File: src/rtl/dma_seq.sv
// dma_seq -- single-channel DMA run sequencer.
//
// The CPU loads four registers while the channel is idle:
//   AC  address counter, WC word counter, WR word register, CR termination mode.
// A start pulse launches a run. Each word is requested on the bus (REQ) and,
// once acknowledged, both counters advance. The following cycle (CHECK)
// samples the external terminal-count flag. If the flag is set, a one-cycle
// completion pulse (FIN) follows. An abort drops the run immediately.
//
// Ports:
//   clk        rising-edge clock
//   rst_n      asynchronous active-low reset
//   wr_en      CPU register write strobe (honoured only in IDLE)
//   wr_sel     write target: 00 AC, 01 WC, 10 WR, 11 CR
//   din        write data (CR takes din[1:0])
//   start      single-cycle run request
//   abort      terminates an active run
//   xfer_ack   bus acknowledge for the current word
//   done       terminal-count flag from the downstream done generator
//   AC/WC/WR   8-bit registers
//   CR         2-bit termination mode
//   WCin       sticky word-counter carry, cleared by each start
//   xfer_req   bus transfer request (REQ state)
//   busy       run active (REQ or CHECK)
//   irq        one-cycle completion pulse (FIN state)

module dma_seq (
   input  logic       clk,
   input  logic       rst_n,
   input  logic       wr_en,
   input  logic [1:0] wr_sel,
   input  logic [7:0] din,
   input  logic       start,
   input  logic       abort,
   input  logic       xfer_ack,
   input  logic       done,
   output logic [7:0] AC,
   output logic [7:0] WC,
   output logic [7:0] WR,
   output logic [1:0] CR,
   output logic       WCin,
   output logic       xfer_req,
   output logic       busy,
   output logic       irq
);

   typedef enum logic [1:0] {
      IDLE  = 2'd0,
      REQ   = 2'd1,
      CHECK = 2'd2,
      FIN   = 2'd3
   } state_t;

   state_t     state;
   state_t     state_nxt;
   logic [7:0] ac_nxt;
   logic [7:0] wc_nxt;
   logic [7:0] wr_nxt;
   logic [1:0] cr_nxt;
   logic       wcin_nxt;

   // State and register bank. Reset clears everything at once, so a run
   // interrupted by reset leaves no trace and cannot produce an irq.
   always_ff @(posedge clk or negedge rst_n) begin
      if (!rst_n) begin
         state <= IDLE;
         AC    <= 8'h00;
         WC    <= 8'h00;
         WR    <= 8'h00;
         CR    <= 2'b00;
         WCin  <= 1'b0;
      end else begin
         state <= state_nxt;
         AC    <= ac_nxt;
         WC    <= wc_nxt;
         WR    <= wr_nxt;
         CR    <= cr_nxt;
         WCin  <= wcin_nxt;
      end
   end

   // Next-state and register update logic. The handshake outputs are
   // decoded purely from the state, so they drop as soon as the state
   // register is reset. Abort is tested before ack/done so that an aborted
   // cycle never advances the counters.
   always_comb begin
      state_nxt = state;
      ac_nxt    = AC;
      wc_nxt    = WC;
      wr_nxt    = WR;
      cr_nxt    = CR;
      wcin_nxt  = WCin;
      xfer_req  = 1'b0;
      busy      = 1'b0;
      irq       = 1'b0;

      case (state)
         IDLE: begin
            // A write wins over a simultaneous start.
            if (wr_en) begin
               case (wr_sel)
                  2'b00:   ac_nxt = din;
                  2'b01:   wc_nxt = din;
                  2'b10:   wr_nxt = din;
                  default: cr_nxt = din[1:0];
               endcase
            end else if (start) begin
               wcin_nxt  = 1'b0;
               state_nxt = REQ;
            end
         end

         REQ: begin
            xfer_req = 1'b1;
            busy     = 1'b1;
            if (abort) begin
               state_nxt = IDLE;
            end else if (xfer_ack) begin
               ac_nxt = AC + 8'd1;
               wc_nxt = WC + 8'd1;
               // Carry is sticky: only a wrap sets it, nothing in the run clears it.
               if (WC == 8'hFF) begin
                  wcin_nxt = 1'b1;
               end
               state_nxt = CHECK;
            end
         end

         CHECK: begin
            busy = 1'b1;
            if (abort) begin
               state_nxt = IDLE;
            end else if (done) begin
               state_nxt = FIN;
            end else begin
               state_nxt = REQ;
            end
         end

         FIN: begin
            irq       = 1'b1;
            state_nxt = IDLE;
         end

         default: begin
            state_nxt = IDLE;
         end
      endcase
   end

endmodule

File: config.mk
export PLATFORM = sky130hd
export DESIGN_NAME = dma_seq
export DESIGN_NICKNAME = d
export VERILOG_FILES = /design/src/rtl/dma_seq.sv
export SDC_FILE = /design/constraint.sdc
export NUM_CORES = 1
export LEC_CHECK = 0
export ABC_AREA = 1
export ABC_CLOCK_PERIOD_IN_PS = 4250
export BUFFER_PORTS_ARGS = -buffer_cell sky130_fd_sc_hd__buf_4
export CAP_MARGIN = 20
export CORE_ASPECT_RATIO = 0.75
export CORE_UTILIZATION = 50
export DETAILED_ROUTE_END_ITERATION = 8
export GPL_ROUTABILITY_DRIVEN = 0
export PLACE_DENSITY = 0.76
export SLEW_MARGIN = 20
export SYNTH_ARGS = -nofsm -noshare
export SYNTH_HDL_FRONTEND = slang
export SYNTH_SLANG_ARGS = --single-unit
File: constraint.sdc
create_clock -name clk -period 4.25 [get_ports clk]
set_clock_uncertainty 0.05 [all_clocks]
set_input_delay 0.85 -clock clk [delete_from_list [all_inputs] [get_ports clk]]
set_output_delay 0.85 -clock clk [all_outputs]
set_load 0.005 [all_outputs]
==> out/qor.csv <==
stage,metric,value,unit
worst_setup_path,cp_slowest_stage_delay,0.41,ns
clock_network,numCtsBuffers,5,
pwr,p_comb_share,53.0,%
sta,period_minus_slack,2.26,ns
logic_synthesis,synth_top_area_cell,dfrtp_1,
logic_synthesis,synth_cells,243,
global_routing,grt_max_degree,30,
hold_path,hold_path.class,primary input to asynchronous set/reset pin,
sta,tns,0,ns
worst_setup_path,worst-path-max-fanout,26,
sta,slew_headroom,75.8,%
run,drv_cap,0,
worst_setup_path,crit_family,buffers and inverters,
global_routing,antenna_found_initial,0,
global_routing,grt.total_usage,24.4,%
status,status,"finished, final reports clean",
sta,grt_setup_unrepaired,no,
logic_synthesis,seq_area_frac_synth,40.1,%
worst_setup_path,path_common_cell,buf_4,
logic_synthesis,synth_edf_count,0,
clock_network,hold_buffers,0,
sta,slew_viol_final,0,
clock_network,cts.sinks,29,
pwr,p_sw,0.708,mW
sta,finalHoldViolations,0,
finish,nets,315,
logic_synthesis,postSynth.asyncResetShare,100,%
routing,drtAntennaViolNets,0,
routing,first_pass_iters,4,
sta,min_period_over_period,53.2,%
sta,layout_setup_ws,1.99,ns
placement,io_buffers,46,
clock_network,ctsLongestPathBuffers,2,
pwr,sw_frac_of_total,43.5,%
clock_network,h-tree-depth,2,
pwr,peakVddDrop,0.395,mV
floorplanning,die-area,0.00387,mm^2
routing,vias,1675,
routing,route.met3.wl,306,um
clock_network,clk_latency,0.28,ns
clock_network,cts_tree,done,
floorplanning,io_pins,47,
logic_synthesis,synth_common_cells,"nand2_1, inv_1, dfrtp_1",
routing,wl_met1,1940,um
routing,drtIter0Drc,104,
worst_setup_path,crit_path_end_kind,primary output,
global_routing,grt_pass1_wl,6980,um
worst_setup_path,worstSetupStartpointType,register,
logic_synthesis,synth.cell_area,0.00181,mm^2
floorplanning,core_area,0.00338,mm^2
worst_setup_path,ff2ff_setup_slack,2.38,ns
sta,fmax,442,MHz
routing,wire_per_inst,12.4,um
logic_synthesis,yosysWarnings,0,
routing,top_layer_used,met4,
placement,dp_slack,2.30,ns
floorplanning,dieWidth,71.5,um
logic_synthesis,syn_nets,266,
logic_synthesis,syn_avg_cell_area,7.45,um^2
sta,worst_pin_slew,0.358,ns
pwr,powerDensity,721,mW/mm^2
pwr,p_leak,1.22,nW
logic_synthesis,netlist.area_leader.share,40.1,%
clock_network,cts_resized,0,
global_routing,grt_pass1_vias,1516,
finish,layout-drive-gt1-share,27.7,%
clock_network,root_buffer,clkbuf_8,
clock_network,cts.reportedPaths.clkPinSlew,0.06,ns
pwr,p_clk_share,14.1,%
sta,setup_viol,0,
clock_network,post_cts_buffers,0,
logic_synthesis,yosysMostFrequentCell,nand2_1,
pwr,seqPwrFrac,32.9,%
worst_setup_path,cp_cell_sequence,inv_1 -> ha_1 -> buf_4 -> buf_4,
global_routing,grt_overflow,0,
floorplanning,die_h,54.1,um
logic_synthesis,ys_types,30,
worst_setup_path,worstSetupPathType,register to primary output,
routing,drc,0,
logic_synthesis,ys_top_cells_by_area,"dfrtp_1, nand2_1, inv_1",
placement,dp_hpwl,3120,um
worst_setup_path,cp_slowest_cell,dfrtp_1,
finish,n_antenna_cell,0,
worst_setup_path,critPathArrivalTime,1.36,ns
logic_synthesis,ys_ff_latch,29,
logic_synthesis,synth_flop_cell,dfrtp_1,
worst_setup_path,worstPathBufferInverterCount,3,
floorplanning,rows,18,
routing,drt_wl_total,4120,um
pwr,power.internal,0.921,mW
finish,synthToLayoutAreaGrowth,24.8,%
floorplanning,initial_core_util,53.6,%
worst_setup_path,cp.required,3.35,ns
routing,vias_per_cell,5.05,
routing,dr_wl_met2,1840,um
pwr,power,1.63,mW
## cell families after synthesis
logic type               count (synthesis)  share of synthesized area [%]
buffers and inverters                   38                           9.33
flip-flops                              29                           40.1
AO/OA/AOI/OAI                           40                           16.0
adder cells (fa/ha/maj)                  6                           4.15
XOR/XNOR                                 1                          0.484
AND/OR/NAND/NOR                        129                           30.0
## metrics by stage
step	hold WS (ns)	instances	util (%)	cell area, um^2
global placement	0.419	325	64.3	2170
CTS	0.430	332	66.9	2260
detailed placement	0.416	325	64.3	2170
global route	0.458	332	66.9	2260
floorplan	0.415	243	-	1810
finish	0.431	332	66.9	2260
## worst register-to-register path, cell delays in order, from the launching register on
cell and delay [ns]:
dfrtp_1 0.41, inv_1 0.09, ha_1 0.14, buf_4 0.27, nand2_1 0.11, nand2_1 0.08
nand3_2 0.25, inv_1 0.22, o21ai_0 0.12
## registers in the layout, summed over array words and instances (netlist names)
signal	cells
AC	8
CR	2
WC	8
WR	8
WCin	1
state	2
## power by group through the flow
stage,Sequential [mW],Clock (mW),Combinational [mW]
after floorplan,0.523,0,0.557
after global placement,0.536,0,0.841
after detailed placement,0.539,0,0.862
after CTS,0.536,0.236,0.867
after global routing,0.558,0.246,0.985
final,0.536,0.231,0.863
## cell usage in the layout (no fill, tap or decap)
master    count
a21oi_2       6
ha_1          6
dfrtp_1      29
clkbuf_1      1
nand3_2       1
o21ai_2       7
nand4_1       1
nand3_1      19
clkbuf_8      6
nor3_1        1
buf_4        47
nand2_2       5
nand2_4       1
o21ai_1       2
clkinv_4      1
o21ai_0      14
a22oi_1       1
a31oi_1       1
nor2_1       28
nor2_2        2
xor2_1        1
a21boi_2      2
nand2_1      71
o21bai_1      2
o21ai_4       1
a21boi_1      2
inv_1        30
inv_2         2
a21boi_0      1
a21oi_1       1
## metal layers
| metal | global-route usage (%) | vias to the layer above |
|---|---|---|
| met1 | 31.0 | 761 |
| met3 | 6.37 | 4 |
| li1 | - | 860 |
| met2 | 41.6 | 50 |
| met5 | 0 | - |
| met4 | 7.84 | 0 |
## worst paths after layout
| kind | from | endpoint | cells past startpoint |
|---|---|---|---|
| setup / recovery | state[1] | xfer_req | 4 |
| hold / removal | rst_n | CR[0] | 1 |
| setup reg to reg | state[1] | WC[4] | 8 |
| hold reg to reg | WR[4] | WR[4] | 2 |
| max in group asynchronous | rst_n | WR[2] | 1 |
| min in group clk | WR[4] | WR[4] | 2 |
## area by class of cell
| type | count | area [um^2] |
|---|---|---|
| repair buffers | 47 | 353 |
| flip-flops and latches | 29 | 726 |
| inverters | 33 | 129 |
| well taps | 40 | 50.0 |
| fillers | 315 | 1120 |
| multi-input cells | 176 | 916 |
| clock buffers | 7 | 86.3 |
(Power assumes the default switching activity.)
